`src/rtl/universal_shift_reg_n.sv`:
```
// N-bit universal shift register: hold, shift, rotate and parallel load, plus a
// counted burst of right shifts controlled by a two-state FSM.
module universal_shift_reg_n #(
  parameter int WIDTH = 8,
  parameter int CW    = $clog2(WIDTH + 1)
) (
  input  logic             clk,
  input  logic             clear,
  input  logic             en,
  input  logic [2:0]       mode,
  input  logic             start,
  input  logic [CW-1:0]    burst_len,
  input  logic             serial_in_r,
  input  logic             serial_in_l,
  input  logic [WIDTH-1:0] parallel_in,
  output logic [WIDTH-1:0] parallel_out,
  output logic             serial_out,
  output logic             serial_out_l,
  output logic             busy,
  output logic             done,
  output logic             o_dbg_state
);

  typedef enum logic {S_IDLE = 1'b0, S_BURST = 1'b1} state_t;

  localparam logic [2:0] M_SHR   = 3'b001;
  localparam logic [2:0] M_SHL   = 3'b010;
  localparam logic [2:0] M_LOAD  = 3'b011;
  localparam logic [2:0] M_ROR   = 3'b100;
  localparam logic [2:0] M_ROL   = 3'b101;
  localparam logic [2:0] M_BURST = 3'b110;

  localparam logic [CW-1:0] MAX_N = CW'(WIDTH);

  state_t           r_state, w_state_nxt;
  logic [WIDTH-1:0] r_data,  w_data_nxt;
  logic [CW-1:0]    r_cnt,   w_cnt_nxt;
  logic             r_done,  w_done_nxt;
  logic [WIDTH-1:0] w_shr;

  // "Right" moves bits toward the MSB; burst shifts reuse this path.
  assign w_shr = {r_data[WIDTH-2:0], serial_in_r};

  always_comb begin
    w_state_nxt = r_state;
    w_data_nxt  = r_data;
    w_cnt_nxt   = r_cnt;
    w_done_nxt  = 1'b0;
    if (en) begin
      case (r_state)
        S_IDLE: begin
          case (mode)
            M_SHR:  w_data_nxt = w_shr;
            M_SHL:  w_data_nxt = {serial_in_l, r_data[WIDTH-1:1]};
            M_LOAD: w_data_nxt = parallel_in;
            M_ROR:  w_data_nxt = {r_data[WIDTH-2:0], r_data[WIDTH-1]};
            M_ROL:  w_data_nxt = {r_data[0], r_data[WIDTH-1:1]};
            M_BURST: begin
              if (start) begin
                if (burst_len == '0) begin
                  w_done_nxt = 1'b1;
                end else begin
                  w_state_nxt = S_BURST;
                  w_cnt_nxt   = (burst_len > MAX_N) ? MAX_N : burst_len;
                end
              end
            end
            default: w_data_nxt = r_data;
          endcase
        end
        S_BURST: begin
          // Mode/start/load inputs are deliberately ignored until the burst ends.
          w_data_nxt = w_shr;
          w_cnt_nxt  = r_cnt - CW'(1);
          if (r_cnt == CW'(1)) begin
            w_state_nxt = S_IDLE;
            w_done_nxt  = 1'b1;
          end
        end
        default: w_state_nxt = S_IDLE;
      endcase
    end
  end

  always_ff @(posedge clk) begin
    if (clear) begin
      r_state <= S_IDLE;
      r_data  <= '0;
      r_cnt   <= '0;
      r_done  <= 1'b0;
    end else begin
      r_state <= w_state_nxt;
      r_data  <= w_data_nxt;
      r_cnt   <= w_cnt_nxt;
      r_done  <= w_done_nxt;
    end
  end

  assign parallel_out = r_data;
  assign serial_out   = r_data[WIDTH-1];
  assign serial_out_l = r_data[0];
  assign busy         = (r_state == S_BURST);
  assign done         = r_done;
  assign o_dbg_state  = r_state;

endmodule
```
`config.mk`:
```
export PLATFORM = sky130hd
export DESIGN_NAME = universal_shift_reg_n
export DESIGN_NICKNAME = d
export VERILOG_FILES = /design/src/rtl/universal_shift_reg_n.sv
export SDC_FILE = /design/constraint.sdc
export NUM_CORES = 1
export LEC_CHECK = 0
export CORE_MARGIN = 1.5
export CORE_UTILIZATION = 40
export CTS_CLUSTER_DIAMETER = 60
export DETAILED_ROUTE_END_ITERATION = 10
export HOLD_SLACK_MARGIN = 0.02
export PLACE_DENSITY = 0.85
export SLEW_MARGIN = 20
export SYNTH_ARGS = -nofsm -noshare
export SYNTH_HDL_FRONTEND = slang
export SYNTH_SLANG_ARGS = --single-unit
```
`constraint.sdc`:
```
create_clock -name clk -period 1.5 [get_ports clk]
set_clock_uncertainty 0.05 [all_clocks]
set_input_delay 0.3 -clock clk [delete_from_list [all_inputs] [get_ports clk]]
set_output_delay 0.3 -clock clk [all_outputs]
set_load 0.05 [all_outputs]
```
==> out/metrics.cfg, run 1 <==
[worst_setup_path]
reg2regPathDepth = 5
timing.rr.end = r_cnt[3]$_SDFFE_PP0P_
cp_max_fo = 4
critPathMaxStageDelay_ns = 0.49
cp_slowest_cell = clkdlybuf4s50_1
timing.critical_path.to_type = register
critical_path.startpoint = burst_len[3]
regToRegSetupSlack_ns = 0.05
reg2reg_from = busy$_SDFFE_PP0P_
arrival_ns = 1.63
cp_cell_sequence = clkdlybuf4s50_1, or2_4, o221ai_4, buf_6, a211o_1, a21oi_2
cp.required_ns = 1.66
crit_end = r_cnt[3]$_SDFFE_PP0P_
critical_path_class = primary input to register
critical_path.startpoint_type = primary input

[detailed_routing]
viasPerCell = 5.896
dr.pass1.iters = 4
routedWlPerCell_um = 16.59
dr.first_iter.drc_count = 40
antenna_left = 0
vias = 1138
routed_wirelength_um = 3201
drc = 0

[timing]
hold_ws_ns = 0.4032
slew_headroom_pct = 76.82
tightest_slew_ns = 0.3468
setup_viol = 0
finalHoldViolations = 0
fin_ws_ns = 0.03602
maxSlewViolCount = 0
fmax_mhz = 683.1
layout_min_cycle_time_ns = 1.464
period_share_pct = 97.60

[grt]
grt_antenna_before_repair = 0
grt_max_degree = 16
overflow = 0
grt_pass1_vias = 1118
grt_pass1_wl_um = 4767
grt.total_usage_pct = 23.27

[placement]
io_buffers = 33
place_ws_ns = -0.5939
routabilityCongestion = 0.7796
place_area_um2 = 1534
dp_hpwl_um = 2184
dpl.cell_count = 184

[cells_and_area]
layout-drive-gt1-share_pct = 34.55
diodes = 0
multi_input_area_um2 = 646.9
area_delta_synth_final_pct = 71.19
fill_cells = 159
final_cell_area_um2 = 1643
fin_cells = 193
final_util_pct = 73.56
ff_latch_area_um2 = 284.0
nNetsFinal = 189

[logic_synthesis]
ys_ff_latch = 14
synth.most_common_cell = dfxtp_1
ys_seq_area_share_pct = 29.20
avgSynthCellArea_um2 = 8.345
syn-cell-area_um2 = 959.7
yosysTopAreaCell = dfxtp_1
synth_edf_count = 0
yosys.area.top_type_share_pct = 29.20
synth_nets = 138
yosys_warnings = 0
synthFlopType = dfxtp_1
synth_area_leaders = dfxtp_1 (29%), a311oi_1 (6.4%), a22oi_1 (5.5%)
syn_inst = 115
synth.distinct_cells = 40
synthArstFlopShare_pct = 0
yosys-top-cells-count = dfxtp_1 (14), nand2_1 (11), nor2_1 (9)

[clocking]
cts_buffer_depth = 2
clk_latency_ns = 0.28
cts_tree = yes
cts.sink_count = 14
h-tree-depth = 1
cts_buffers = 3
clockRootBuffer = clkbuf_4
clk_pin_slew_ns = 0.09

[status]
run_status = finished, final reports clean

[run]
max_cap_viol_count = 0

[floorplanning]
io_pins = 34
coreArea_um2 = 2233
rows = 17
fp.dieW_um = 51.98
die_h_um = 51.98
initial_core_util_pct = 42.97
fp.dieArea_um2 = 2702

[power_and_ir_drop]
powerDensity_nw_per_um2 = 683.8
p_switching_uw = 389.8
switching_share_pct = 34.69
p_clk_share_pct = 20.4
p_seq_share_pct = 38.0
comb_power_share_pct = 41.5
internal_power_uw = 733.7
p_leak_nw = 0.6682
ir_worst_vdd_mv = 0.4531

[worst_hold_path]
hp-class = primary input to register

-- layout by cell type, fill, tap and decap left out, types with 2 or more instances in the layout --
cell type        netlist  final
buf_4                  3     18
dfxtp_1               14     13
buf_12                 0     13
clkdlybuf4s50_1        0     12
nand2_1               11     11
nor2_1                 9      9
inv_1                  7      7
a22oi_1                7      7
a311oi_1               7      5
nor3_1                 4      4
o21ai_0                3      3
nand2b_1               3      3
a21oi_1                5      3
clkbuf_4               0      3
dlygate4sd2_1          0      3
clkbuf_2               0      3
xnor2_1                2      2
a21o_1                 3      2
nand3b_1               2      2
a21oi_2                0      2
a31oi_1                2      2
a211oi_1               2      2
mux2i_1                2      2
a311oi_2               0      2
ha_1                   2      2
dlymetal6s2s_1         0      2
buf_6                  3      2
-- worst min-delay path by stage --
stage,cells after the start,endpoint,slack (ns),startpoint
floorplan,1,busy$_SDFFE_PP0P_,0.32,clear
global placement,2,r_cnt[3]$_SDFFE_PP0P_,0.42,r_cnt[3]$_SDFFE_PP0P_
detailed placement,2,r_cnt[3]$_SDFFE_PP0P_,0.43,r_cnt[3]$_SDFFE_PP0P_
CTS,2,r_cnt[3]$_SDFFE_PP0P_,0.44,r_cnt[3]$_SDFFE_PP0P_
global route,3,busy$_SDFFE_PP0P_,0.40,en
finish,3,busy$_SDFFE_PP0P_,0.40,en
-- flip-flops by register name, summed over array words and instances (netlist names) --
signal / count
r_cnt: 4
parallel_out: 8
done: 1
busy: 1
-- layout make-up --
cell class              count  area share [%]
clock buffers               4           1.599
repair buffers             55           38.00
inverters                   7           1.599
flip-flops and latches     14           17.29
well taps                  28           2.133
multi-input cells          85           39.38
-- timing repair --
action                     4_1_cts  5_1_grt
setup endpoints to repair       14       11
pin swaps                        4        7
cloned                           0        2
resized for setup               12       17
buffers inserted                 1        2
hold buffers                     0        0
-- power groups by stage --
| stage | registers [mW] | clock network, mW | logic, mW |
|---|---|---|---|
| global route | 0.431 | 0.255 | 0.492 |
| CTS | 0.426 | 0.230 | 0.440 |
| finish | 0.427 | 0.230 | 0.466 |
| global placement | 0.434 | 0 | 0.428 |
| detailed placement | 0.433 | 0 | 0.441 |
| floorplan | 0.490 | 0 | 0.164 |
-- critical path: cells and delay by family --
family                 cells  cell delay, ns
buffers and inverters      2            0.64
and+or+nand+nor            1            0.14
AOI/OAI and AO/OA          3            0.55
-- cell families after synthesis --
kind of cell | count (synthesis) | share of synthesized area (%)
AOI/OAI and AO/OA | 39 | 31.94
xor gates and xnor gates | 2 | 1.826
adders and majority gates | 2 | 2.607
buffers and inverters | 17 | 10.43
DFF | 14 | 29.20
muxes | 2 | 2.086
and+or+nand+nor | 39 | 21.90
-- layer usage --
layer	vias up	track usage, %	wire length, µm
li1	535	-	-
met1	546	26.98	1316
met2	49	42.62	1685
met3	8	3.736	166
met4	0	7.895	34
met5	-	0	0
-- stage by stage --
stage          setup TNS (ns)  power (mW)
4_1_cts                     0       1.097
3_5_place_dp           -7.092      0.8737
5_1_grt              -0.01760       1.177
2_1_floorplan               0      0.6540
3_3_place_gp           -6.149      0.8619
6_report                    0       1.123
(Power assumes the default switching activity.)
==> inputs of run 2 (changes only) <==
--- a/config.mk
+++ b/config.mk
@@ -6,11 +6,11 @@
 export NUM_CORES = 1
 export LEC_CHECK = 0
 export CORE_MARGIN = 1.5
-export CORE_UTILIZATION = 40
+export CORE_UTILIZATION = 44
 export CTS_CLUSTER_DIAMETER = 60
 export DETAILED_ROUTE_END_ITERATION = 10
 export HOLD_SLACK_MARGIN = 0.02
-export PLACE_DENSITY = 0.85
+export PLACE_DENSITY = 0.89
 export SLEW_MARGIN = 20
 export SYNTH_ARGS = -nofsm -noshare
 export SYNTH_HDL_FRONTEND = slang
==> constraint.sdc (replaced) <==
create_clock -name clk -period 1.4 [get_ports clk]
set_clock_uncertainty 0.05 [all_clocks]
set_input_delay 0.28 -clock clk [delete_from_list [all_inputs] [get_ports clk]]
set_output_delay 0.28 -clock clk [all_outputs]
set_load 0.05 [all_outputs]
==> run 2 against run 1 <==
Net effect:
- the run now ends with setup timing left
- clock power up 25%
- global-route usage up 4.1 points
- via count up 7.0%
- total power up 13%
- sequential power up 7.7%
==> out/metrics.cfg, run 2 (synthesis results as in run 1) <==
[status]
run_status = complete, but fails checks
violations = setup timing

[detailed_routing]
dr.first_iter.drc_count = 77
antenna_left = 0
routed_wirelength_um = 3678
viasPerCell = 6.377
dr.pass1.iters = 4
routedWlPerCell_um = 19.26
drc = 0
vias = 1218

[grt]
grt_antenna_before_repair = 0
overflow = 0
grt.total_usage_pct = 27.39
grt_pass1_wl_um = 5140
grt_max_degree = 11
grt_pass1_vias = 1133

[floorplanning]
coreArea_um2 = 2002
io_pins = 34
fp.dieW_um = 49.70
rows = 16
fp.dieArea_um2 = 2470
initial_core_util_pct = 47.94
die_h_um = 49.70

[power_and_ir_drop]
ir_worst_vdd_mv = 0.6477
p_leak_nw = 0.6911
p_total_mw = 1.267
powerDensity_nw_per_um2 = 750.5

[worst_setup_path]
critical_path_class = primary input to register
cp_max_fo = 5
cp_cell_sequence = dlygate4sd2_1, or3_4, o221ai_4, buf_6, nand2_2, a21oi_1
cp.required_ns = 1.55
timing.critical_path.to_type = register
cp_slowest_cell = or3_4
critPathMaxStageDelay_ns = 0.39
critical_path.startpoint_type = primary input
arrival_ns = 1.57

[timing]
fin_ws_ns = -0.01947
fmax_mhz = 704.5
layout_min_cycle_time_ns = 1.419
tightest_slew_ns = 0.3157
setup_viol = 1
finalHoldViolations = 0
maxSlewViolCount = 0
setup_tns_ns = -0.01947
rsz0062_at_grt = yes
slew_headroom_pct = 78.73
period_share_pct = 101.4

[run]
max_cap_viol_count = 0

[placement]
io_buffers = 33
routabilityCongestion = 0.8777
dp_hpwl_um = 2145

[clocking]
cts_buffer_depth = 2
cts_tree = yes
clk_latency_ns = 0.28
cts.sink_count = 14
cts_buffers = 3
clk_pin_slew_ns = 0.08
h-tree-depth = 1
hold_buffers = 0
clockRootBuffer = clkbuf_4

[cells_and_area]
layout-drive-gt1-share_pct = 37.80
area_delta_synth_final_pct = 75.88
final_common_cell = buf_4
diodes = 0
nNetsFinal = 188
largest_reg_flops = 8
final_cell_mix = buf_4 (16), buf_12 (13), dfxtp_1 (12)

[worst_hold_path]
hp-class = primary input to register

[run 2: changes by cell type in the layout (fill, tap and decap cells not counted), moves of 2 or more]
cell / previous run / this run
buf_6: 2 / 5
clkbuf_2: 3 / 0
a211oi_1: 2 / 0
a211oi_2: 0 / 2
buf_2: 1 / 3
buf_4: 18 / 16
[run 2: power by group]
part	switching (mW)	leakage [nW]	internal, mW
sequential	0.0380	0.116	0.422
combinational	0.263	0.554	0.255
clock	0.130	0.0210	0.158
total	0.432	0.691	0.835
[run 2: layer usage]
metal / vias up / global-route usage, % / part of all wire [%]
met5: - / 0 / 0
met4: 0 / 12.04 / 4.2
met3: 21 / 4.242 / 9.3
met2: 106 / 49.78 / 49
met1: 559 / 31.20 / 38
li1: 532 / - / -
[run 2: worst paths after layout]
kind                                             from                    end  slack, ns  cells past startpoint
worst min-delay path                               en      busy$_SDFFE_PP0P_       0.40                      3
worst max-delay path                     burst_len[1]  r_cnt[3]$_SDFFE_PP0P_      -0.02                      6
worst max register to register      busy$_SDFFE_PP0P_  r_cnt[3]$_SDFFE_PP0P_      -0.01                      5
worst min register to register  r_cnt[0]$_SDFFE_PP0P_  r_cnt[0]$_SDFFE_PP0P_       0.47                      2
[run 2: final cells by class]
class / instances / area, µm²
fillers: 117 / 314.1
inverters: 7 / 26.28
repair buffers: 54 / 623.1
well taps: 27 / 33.78
multi-input cells: 85 / 683.2
flip-flops and latches: 14 / 285.3
clock buffers: 4 / 36.28
[run 2: through the flow]
step	worst slack, ns	hold slack [ns]	std cells	area (µm²)	util, %
6_report	-0.01947	0.3980	191	1688	84.31
5_1_grt	-0.07101	0.3888	191	1688	84.31
4_1_cts	0.004651	0.4549	190	1643	82.06
3_5_place_dp	-0.6820	0.4281	183	1548	77.31
3_3_place_gp	-0.5761	0.4213	183	1548	77.31
2_1_floorplan	-0.07345	0.2989	115	1002	-
[run 2: worst max-delay path, delay by kind of cell]
family	cells	cell delay, ns
compound gates	2	0.44
buf+inv	2	0.41
simple gates	2	0.44
[run 2: repair_timing]
action | 4_1_cts | 5_1_grt
endpoints found under the setup margin | 14 | 13
hold endpoints to repair | 0 | 0
cloned | 1 | 0
resized for setup | 28 | 14
setup buffers | 2 | 1
pin swaps | 8 | 11
